[src/rtl/comp_race_sequencer.sv]
// Race-logic comparison sequencer: clears external edge latches, then times the
// first synchronised rising edges of x_pulse/y_pulse within a window and reports them.
module comp_race_sequencer #(
   parameter int unsigned CW          = 8,
   parameter int unsigned WINDOW      = 255,
   parameter int unsigned CLR_CYC     = 2,
   parameter int unsigned SYNC_STAGES = 2
) (
   input  logic          clk,
   input  logic          rst_b,
   input  logic          start_valid,
   output logic          start_ready,
   input  logic          x_pulse,
   input  logic          y_pulse,
   output logic          edge_clr_b,
   output logic          busy,
   output logic          res_valid,
   input  logic          res_ready,
   output logic [1:0]    res_winner,
   output logic [CW-1:0] res_x_time,
   output logic [CW-1:0] res_y_time
);

   localparam int unsigned ClrW = (CLR_CYC > 1) ? $clog2(CLR_CYC) : 1;

   typedef enum logic [1:0] {StIdle, StClear, StRace, StDone} state_e;

   state_e                 state_q, state_d;
   logic [CW-1:0]          t_q, t_d;
   logic [ClrW-1:0]        clr_q, clr_d;
   logic                   x_seen_q, x_seen_d, y_seen_q, y_seen_d;
   logic [CW-1:0]          x_time_q, x_time_d, y_time_q, y_time_d;
   logic [1:0]             res_winner_q, res_winner_d;
   logic [CW-1:0]          res_x_time_q, res_x_time_d, res_y_time_q, res_y_time_d;
   logic [SYNC_STAGES-1:0] x_sync_q, y_sync_q;
   logic                   xd_q, yd_q;
   logic                   start_ready_q, edge_clr_b_q;
   logic                   xs, ys, x_edge, y_edge;

   assign xs     = x_sync_q[SYNC_STAGES-1];
   assign ys     = y_sync_q[SYNC_STAGES-1];
   assign x_edge = xs & ~xd_q;
   assign y_edge = ys & ~yd_q;

   function automatic logic [1:0] resolve(input logic xv, input logic yv,
                                          input logic [CW-1:0] xt, input logic [CW-1:0] yt);
      if (xv && yv) begin
         if (xt < yt)      return 2'b01;
         else if (yt < xt) return 2'b10;
         else              return 2'b11;
      end
      return {yv, xv};
   endfunction

   always_comb begin
      state_d      = state_q;
      t_d          = t_q;
      clr_d        = clr_q;
      x_seen_d     = x_seen_q;
      y_seen_d     = y_seen_q;
      x_time_d     = x_time_q;
      y_time_d     = y_time_q;
      res_winner_d = res_winner_q;
      res_x_time_d = res_x_time_q;
      res_y_time_d = res_y_time_q;
      unique case (state_q)
         StIdle: begin
            if (start_valid) begin
               state_d  = StClear;
               clr_d    = '0;
               x_seen_d = 1'b0;
               y_seen_d = 1'b0;
               x_time_d = '1;
               y_time_d = '1;
            end
         end
         StClear: begin
            if (clr_q == ClrW'(CLR_CYC - 1)) begin
               state_d = StRace;
               t_d     = '0;
            end else begin
               clr_d = clr_q + 1'b1;
            end
         end
         StRace: begin
            if (x_edge && !x_seen_q) begin
               x_seen_d = 1'b1;
               x_time_d = t_q;
            end
            if (y_edge && !y_seen_q) begin
               y_seen_d = 1'b1;
               y_time_d = t_q;
            end
            // Edges in the final window cycle still count, so exit is judged on next-state flags.
            if ((x_seen_d && y_seen_d) || (t_q == CW'(WINDOW - 1))) begin
               state_d      = StDone;
               res_winner_d = resolve(x_seen_d, y_seen_d, x_time_d, y_time_d);
               res_x_time_d = x_time_d;
               res_y_time_d = y_time_d;
            end else begin
               t_d = t_q + 1'b1;
            end
         end
         StDone: begin
            if (res_ready) state_d = StIdle;
         end
         default: state_d = StIdle;
      endcase
   end

   always_ff @(posedge clk or negedge rst_b) begin
      if (!rst_b) begin
         state_q       <= StIdle;
         t_q           <= '0;
         clr_q         <= '0;
         x_seen_q      <= 1'b0;
         y_seen_q      <= 1'b0;
         x_time_q      <= '1;
         y_time_q      <= '1;
         res_winner_q  <= 2'b00;
         res_x_time_q  <= '1;
         res_y_time_q  <= '1;
         x_sync_q      <= '0;
         y_sync_q      <= '0;
         xd_q          <= 1'b0;
         yd_q          <= 1'b0;
         start_ready_q <= 1'b0;
         edge_clr_b_q  <= 1'b0;
      end else begin
         state_q       <= state_d;
         t_q           <= t_d;
         clr_q         <= clr_d;
         x_seen_q      <= x_seen_d;
         y_seen_q      <= y_seen_d;
         x_time_q      <= x_time_d;
         y_time_q      <= y_time_d;
         res_winner_q  <= res_winner_d;
         res_x_time_q  <= res_x_time_d;
         res_y_time_q  <= res_y_time_d;
         x_sync_q      <= {x_sync_q[SYNC_STAGES-2:0], x_pulse};
         y_sync_q      <= {y_sync_q[SYNC_STAGES-2:0], y_pulse};
         xd_q          <= xs;
         yd_q          <= ys;
         // Registered handshake/clear outputs track the state being entered.
         start_ready_q <= (state_d == StIdle);
         edge_clr_b_q  <= (state_d != StClear);
      end
   end

   assign start_ready = start_ready_q;
   assign edge_clr_b  = edge_clr_b_q;
   assign busy        = (state_q != StIdle);
   assign res_valid   = (state_q == StDone);
   assign res_winner  = res_winner_q;
   assign res_x_time  = res_x_time_q;
   assign res_y_time  = res_y_time_q;

endmodule
[config.mk]
export PLATFORM = sky130hd
export DESIGN_NAME = comp_race_sequencer
export DESIGN_NICKNAME = d
export VERILOG_FILES = /design/src/rtl/comp_race_sequencer.sv
export SDC_FILE = /design/constraint.sdc
export NUM_CORES = 1
export LEC_CHECK = 0
export ABC_AREA = 0
export CAP_MARGIN = 20
export CORE_MARGIN = 4
export CORE_UTILIZATION = 40
export DETAILED_ROUTE_END_ITERATION = 16
export DONT_BUFFER_PORTS = 1
export GPL_TIMING_DRIVEN = 0
export PLACE_DENSITY = 0.51
export REMOVE_ABC_BUFFERS = 1
export SLEW_MARGIN = 20
export SYNTH_ARGS = -nofsm -noshare
export SYNTH_HDL_FRONTEND = slang
export SYNTH_SLANG_ARGS = --single-unit
[constraint.sdc]
create_clock -name clk -period 2.79 [get_ports clk]
set_input_delay 0.1395 -clock clk [delete_from_list [all_inputs] [get_ports clk]]
set_output_delay 0.1395 -clock clk [all_outputs]
set_load 0.02 [all_outputs]
Yosys cells after proc, flatten, opt, wreduce, memory -nomap -nowiden --
Cells that the tools add are included.
Storage, ports and cells: bits in registers 55, output and inout port bits 22, logic and storage cells 79
Operators by class: add/sub/neg operators 2, equality and inequality tests 8, bitwise gates (word level) 4, $lt $le $gt $ge 2, muxes and demuxes 31, reduce and logical (&&, ||, !) cells 16
Operator list (count):
- 8-bit two-way mux | 7
- 8-bit one-hot mux with 2 select lines | 3
- 8-bit less-than comparator | 2
- 2-bit two-way mux | 7
- 1-bit two-way mux | 10
- 8-bit by 1-bit adder with 8-bit output, second input constant | 1
- 8-bit == test, second input constant | 1
- 2-bit one-hot mux with 4 select lines | 1
- 2-bit nonzero test | 4
- 2-bit != test, second input constant | 3
- 1-bit one-hot mux with 2 select lines | 3
- 2-bit AND reduction | 3
- 2-bit == test, second input constant | 2
- 2-bit logical NOT | 2
- 1-bit logical AND | 3
- 3-bit AND reduction | 1
- 1-bit AND | 2
- 2-bit by 1-bit == test with 1-bit output, second input constant | 1
- 1-bit logical NOT | 2
- 2-bit by 1-bit != test with 1-bit output, second input constant | 1
- 1-bit inverter | 2
- 1-bit adder, second input constant | 1
- 1-bit logical OR | 1

Logic depth before layout (Yosys ltp) --
Gate-level depths: netlist of the first run.
depth after elaboration 10, depth in mapped cells 10, depth with buffers taken out 10

Worst setup path before layout of the first run --
OpenSTA, ideal clock, no wires.
path type register to register, start reg yd_q, end reg res_winner_q[0] (netlist: res_winner[0]), required time 2.670 ns, buffers on the path 0, path slack 0.256 ns, setup time 0.120 ns, cell stages (with the launch flop) 11, arrival time 2.414 ns, path through dfrtp_1 -> nand2b_1 -> nor2_2 -> mux2i_1 -> inv_1 -> ha_1 -> nor2b_1 -> o211ai_1 -> a21oi_1 -> a311o_1 -> a31o_2
On the way: word-level cells in the longest chain between the ends 10, elaborated cells on any way between the ends 19, classes of those cells order compare (2); mux (11); bitwise (2); reduce/logical (4)
RTL lines:
- start: declaration | line 36 | logic xd_q, yd_q;
- start signal: assignment | line 143 | yd_q <= ys;
- 1-bit inverter (*) | line 43 | assign y_edge = ys & ~yd_q;
- 1-bit AND (*) | line 43
- 1-bit logical AND (*) | line 90 | if (y_edge && !y_seen_q) begin
- 8-bit two-way mux or 1-bit two-way mux (tied branches) | line 90
- 8-bit two-way mux or 1-bit two-way mux (tied branches) | line 66 | unique case (state_q)
- 8-bit less-than comparator or 1-bit logical AND (tied branches) | line 49, 47, 95
- 1-bit two-way mux, on equally long branches | line 49, 47
- 2-bit two-way mux or 1-bit two-way mux (tied branches) | line 48, 95
- 2-bit two-way mux or 1-bit two-way mux (tied branches) | line 47, 66
- 2-bit two-way mux | line 52 | return {yv, xv};
- end signal: assignment | line 137 | res_winner_q <= res_winner_d;
- end: declaration | line 33 | logic [1:0] res_winner_q, res_winner_d;
Mark *: on every way between the ends. The rest lies on a longest branch, timed or not. The select of a mux whose other input is x is not followed. A chain may end at the register's enable or synchronous reset.

Final worst setup path of the first run --
Same ends and word-level chain as after synthesis.

==> results.md, run 1 <==
- Crit path arrival time: 2.81 ns
- Synth cell types: 41
- Initial antenna violation count: 0
- Slew Limit Headroom: 0.516
- Count of max-cap constraint violations: 0
- Worst hold path type: in2reg
- Setup Viol. Count Final: 0
- Clk pin slew, worst setup/hold paths: 0.10 ns
- Fillers: 623
- Cells after Synth: 246
- Unrepaired setup endpoints after global routing: no
- Worst Path Max Fanout: 5
- Actual slew at the worst max-slew pin: 0.725 ns
- DP Worst Slack: -0.196 ns
- Syn Std Cell Area: 2650 µm²
- Pre-antenna DRT Iters: 6
- Final Routed Wirelength: 5280 µm
- RePlAce Congestion: 0.758
- Crit share post-route: 0.931
- Synth Area in Simple Gates: 0.149
- Fmax: 385 MHz
- Post-synth top area share: 0.318
- Root buffer cell: clkbuf_8
- Fin util: 0.466
- First-pass GRT wire length: 8560 µm
- CTS buffer count: 5
- Post-synthesis mux area share: 0.0647
- DR vias/cell: 5.25
- Setup Crit Path Kind: reg2reg
- WP data required: 3.00 ns
- Synth Area in Compound Gates: 0.150
- Post-Synth XOR/XNOR Area: 0.00992
- YS warnings: 0
- Area leader, netlist: dfstp_2
- Total length of routed met3 wires: 217 µm
- Via count: 1747
- Clock sinks: 55
- N_diodes: 0
- Post-Syn Area per Cell: 10.8 µm²
- Net count, final: 271
- Post-route DRC: 0
- Die Height: 89.4 µm
- Clock Latency Late Sink: 0.31 ns
- GR Overflow Total: 0
- Hold Fails Final Rpt: 0
- Ys async rst share: 1.00
- Outcome: complete, no violations
- Post-detailed-route count of antenna-violating nets: 0
- Metal2 WL: 2400 µm
- Core Area: 6390 µm²
- Row count: 29
- Post-Synth Adder-Cell Area: 0.0473
- Sequential fraction of the synthesis area: 0.535
- Synth area leaders: dfstp_2 32%, dfrtp_1 22%, mux2i_1 6.0%
- Clock tree buffer depth: 2
- Vias in the first global route: 1674
- Clock skew: 0.0111 ns
- Die X: 89.4 µm
- Count leader, synth: nor2_1
- Die area: 7980 µm²
- Layout cells sized above 1: 0.293
- Final HPWL DP: 3390 µm
- Total power: 3.20 mW
- Flops & latches, synth: 55
- Layout area overhead: 12.4%
- Tmin final: 2.60 ns
- CTS tree: built
- Power Dens Cells: 1080 nW/µm²
- H-tree depth: 2
- Static leakage: 1.18 nW
- 1st-iter DRT viols: 84
- M1 WL: 2600 µm
- EDFF count, synth: 0
- Setup ws final: 0.192 ns
- Total GRT Usage: 0.143
- I/O Buffers: 0
- Boundary Pins: 28
- Starting density of the core: 0.415
- Setup crit start kind: flip-flop
- Largest net degree at the start of global routing: 56
- Avg WL per Cell: 15.8 µm
- Largest family of logic cells by synthesized area: compound AO/OA/AOI/OAI gates
- Max-slew violation count: 0
- Worst-case vdd ir drop: 0.000573 V
- Crit end category: flip-flop
- Top routing layer used: met4
- List of most frequent post-synthesis cells: 41 x nor2_1, 32 x dfstp_2, 25 x a21oi_1, 23 x dfrtp_1, 16 x mux2i_1
- Main synth FF type: dfstp_2
cell families (layout without fill, tap and decap cells):
| kind of cell | Yosys count | after routing |
|---|---|---|
| buf+inv | 21 | 31 |
| xor+xnor | 3 | 3 |
| flops | 55 | 55 |
| compound gates | 61 | 61 |
| simple gates | 79 | 79 |
| fa+ha+maj | 10 | 10 |
| mux | 17 | 17 |
sequential cells by signal, indices dropped and copies added (netlist names), 2 cells and up:
register / count
x_sync_q: 2
res_winner: 2
res_x_time: 8
t_q: 8
x_time_q: 8
y_time_q: 8
res_y_time: 8
y_sync_q: 2
state_q: 2
metal layers:
layer	vias up	track usage
met5	-	0
met4	0	0.0365
met3	5	0.0396
met2	33	0.216
met1	841	0.203
li1	868	-
report_power, final:
group          internal (mW)  leakage [nW]  switching (mW)  total [mW]
Clock                  0.181        0.0486           0.274       0.455
Combinational          0.532         0.515           0.767        1.30
Sequential              1.14         0.617           0.307        1.45
final timing paths:
check	start	end	slack [ns]	depth (start not counted)
min reg2reg	x_sync_q[0]	x_sync_q[1]	0.36	0
max in group asynchronous	rst_b	y_time_q[4]	2.15	2
min in group asynchronous	rst_b	state_q[0]	0.37	2
max reg2reg	yd_q	res_winner[0]	0.19	9
max	yd_q	res_winner[0]	0.19	9
min	start_valid	x_seen_q	0.02	3
area by class of cell:
class	instances	area, µm²	area share
Tap cell	77	96.3	0.0324
Inverter	12	45.0	0.0151
Clock inverter	3	23.8	0.00799
Sequential cell	55	1420	0.476
Timing Repair Buffer	11	160	0.0538
Clock buffer	5	68.8	0.0231
Multi-Input combinational cell	170	1160	0.392
placed cells by master, fill, tap and decap left out, types with 2 or more instances in the layout:
| master | count |
|---|---|
| nand4_1 | 4 |
| nand2b_1 | 2 |
| dfstp_2 | 32 |
| buf_4 | 2 |
| ha_1 | 10 |
| a21oi_2 | 13 |
| a21oi_1 | 25 |
| nand2_1 | 9 |
| nor2b_1 | 4 |
| mux2i_4 | 3 |
| buf_16 | 2 |
| xor2_1 | 3 |
| o21ai_0 | 14 |
| inv_1 | 12 |
| or3_1 | 2 |
| dfrtp_1 | 23 |
| dlygate4sd3_1 | 5 |
| buf_12 | 2 |
| clkinv_4 | 2 |
| nor2_1 | 40 |
| nand3_1 | 6 |
| clkbuf_8 | 5 |
| or2_2 | 2 |
| mux2i_1 | 13 |
| nor2_4 | 2 |
critical path: stages, from the launching register on:
cell,delay (ns)
dfrtp_1,0.38
nand2b_1,0.20
nor2_4,0.21
buf_12,0.17
mux2i_1,0.33
inv_1,0.08
ha_1,0.29
a21o_1,0.18
a311o_1,0.40
a31o_2,0.25
stage by stage:
stage / cells / hold slack (ns) / setup TNS [ns] / area [µm²]
global route: 333 / 0.0397 / 0 / 2980
finish: 333 / 0.0221 / 0 / 2980
detailed placement: 314 / -0.153 / -0.257 / 2680
CTS: 330 / 0.0184 / 0 / 2880
global placement: 314 / -0.153 / -0.284 / 2670
floorplan: 237 / -0.156 / 0 / 2580
what timing repair did:
item | CTS | global route
resized for setup | 2 | 6
hold buffers | 6 | 0
endpoints found under the hold margin | 60 | 0
pin swaps | 1 | 2
endpoints found under the setup margin | 2 | 2
setup buffers | 2 | 2
(Power assumes the default switching activity.)
==> inputs of run 2 (changes only) <==
--- a/config.mk
+++ b/config.mk
@@ -8,11 +8,11 @@
 export ABC_AREA = 0
 export CAP_MARGIN = 20
 export CORE_MARGIN = 4
-export CORE_UTILIZATION = 40
+export CORE_UTILIZATION = 30
 export DETAILED_ROUTE_END_ITERATION = 16
 export DONT_BUFFER_PORTS = 1
 export GPL_TIMING_DRIVEN = 0
-export PLACE_DENSITY = 0.51
+export PLACE_DENSITY = 0.41
 export REMOVE_ABC_BUFFERS = 1
 export SLEW_MARGIN = 20
 export SYNTH_ARGS = -nofsm -noshare
==> run 2 against run 1 <==
- power fell by 1.8%
- worst setup slack improved by 0.014 ns
- clock power barely moved
- highest routed layer unchanged
- count of clock-buffer cells in the layout did not move
==> results.md, run 2 (same netlist as run 1, synthesis figures left out) <==
- Setup ws final: 0.206 ns
- Setup Viol. Count Final: 0
- Clock Latency Late Sink: 0.31 ns
- Vias in the first global route: 1796
- DR vias/cell: 4.67
- Via count: 1701
- Setup Crit Path Kind: reg2reg
- DP Area: 2740 µm²
- Die X: 102 µm
- Clock sinks: 55
- First-pass GRT wire length: 9620 µm
- Power Dens Cells: 1070 nW/µm²
- CTS buffer count: 5
- Fillers: 906
- Clk pin slew, worst setup/hold paths: 0.10 ns
- Count of max-cap constraint violations: 0
- Setup crit start kind: flip-flop
- 1st-iter DRT viols: 44
- Max-slew violation count: 0
- Actual slew at the worst max-slew pin: 0.756 ns
- Static leakage: 1.16 nW
- WP data required: 3.00 ns
- Clock tree buffer depth: 2
- Final Routed Wirelength: 5620 µm
- Area of the multi-input gates: 1130 µm²
- Net count, final: 271
- Highest-count cells in the layout ignoring fill and taps: 40 x nor2_1, 32 x dfstp_2, 25 x a21oi_1
- Post-detailed-route count of antenna-violating nets: 0
- Non-Filler Instances: 364
- Avg WL per Cell: 15.4 µm
- Die area: 10400 µm²
- FF-to-FF setup slack: 0.21 ns
- Hold Fails Final Rpt: 0
- Largest net degree at the start of global routing: 56
- Worst-case vdd ir drop: 0.000503 V
- Starting density of the core: 0.307
- Fin util: 0.342
- Layout area overhead: 11.5%
- Layout cells sized above 1: 0.285
- Total power: 3.14 mW
- Root buffer cell: clkbuf_8
- Core Area: 8640 µm²
- Post-route cell area: 2950 µm²
- Worst hold path type: in2reg
- Worst Path Max Fanout: 4
- Post-route DRC: 0
- Crit end category: flip-flop
- Pre-antenna DRT Iters: 4
- GR Overflow Total: 0
- Boundary Pins: 28
- DP Worst Slack: -0.210 ns
- Final HPWL DP: 3700 µm
- Commonest non-fill, non-tap cell in the layout: nor2_1
- I/O Buffers: 0
- CTS tree: built
- Row count: 34
- RePlAce Congestion: 0.721
- H-tree depth: 2
- Initial antenna violation count: 0
- Crit share post-route: 0.926
- Total GRT Usage: 0.120
- Slew Limit Headroom: 0.495
- Outcome: complete, no violations
- N_diodes: 0
- Fmax: 387 MHz
- Register area: 1420 µm²
- Die Height: 102 µm
- Crit path arrival time: 2.79 ns
- # placed instances: 346
- Unrepaired setup endpoints after global routing: no
- Tmin final: 2.58 ns
- Clock skew: 0.00606 ns
[run 2: changes by cell type in the layout (fill, tap and decap cells not counted), sizes merged]
cell      before  now
clkinvlp       0    2
clkinv         2    1
inv           13   12
[run 2: area by class of cell]
type,count,share of cell area
Clock buffer,5,0.0233
Sequential cell,55,0.480
Timing Repair Buffer,11,0.0458
Inverter,12,0.0153
Tap cell,108,0.0458
Multi-Input combinational cell,170,0.383
Clock inverter,3,0.00678
[run 2: per-layer routing]
metal  vias to the layer above  part of all wire  global-route usage
li1                        867                 -                   -
met4                         0             0.015              0.0373
met5                         -                 0                   0
met3                        10             0.040              0.0328
met1                       799              0.50               0.160
met2                        25              0.45               0.189
[run 2: what timing repair did]
action / CTS / global route
endpoints found under the setup margin: 2 / 1
buffers inserted: 2 / 2
hold endpoints to repair: 60 / 0
gates resized for setup: 2 / 1
hold buffers: 6 / 0
pin swaps: 1 / 1
[run 2: metrics by stage]
stage,hold WS [ns],TNS [ns]
floorplan,-0.156,0
global placement,-0.154,-0.292
detailed placement,-0.153,-0.276
CTS,0.0121,0
global route,0.0315,0
finish,0.0169,0
[run 2: final timing paths]
check / from / endpoint / cells after the start
worst min register to register: x_sync_q[0] / x_sync_q[1] / 0
max in group asynchronous: rst_b / res_x_time[1] / 2
worst max register to register: yd_q / res_winner[0] / 10
worst min-delay path: start_valid / x_seen_q / 3
min in group asynchronous: rst_b / t_q[4] / 2
worst max-delay path: yd_q / res_winner[0] / 10
[run 2: report_power, final]
part	switching [mW]	internal, mW
registers	0.297	1.14
logic	0.748	0.508
clock network	0.276	0.176
[run 2: critical path, cell delays in order, from the launching register on]
cell and delay (ns):
dfrtp_1 0.39, nand2b_1 0.19, nor2_4 0.20, mux2i_1 0.35
inv_1 0.08, ha_1 0.30, nor2b_1 0.13, o211ai_1 0.16
a21oi_1 0.09, a311o_1 0.35, a31o_2 0.24
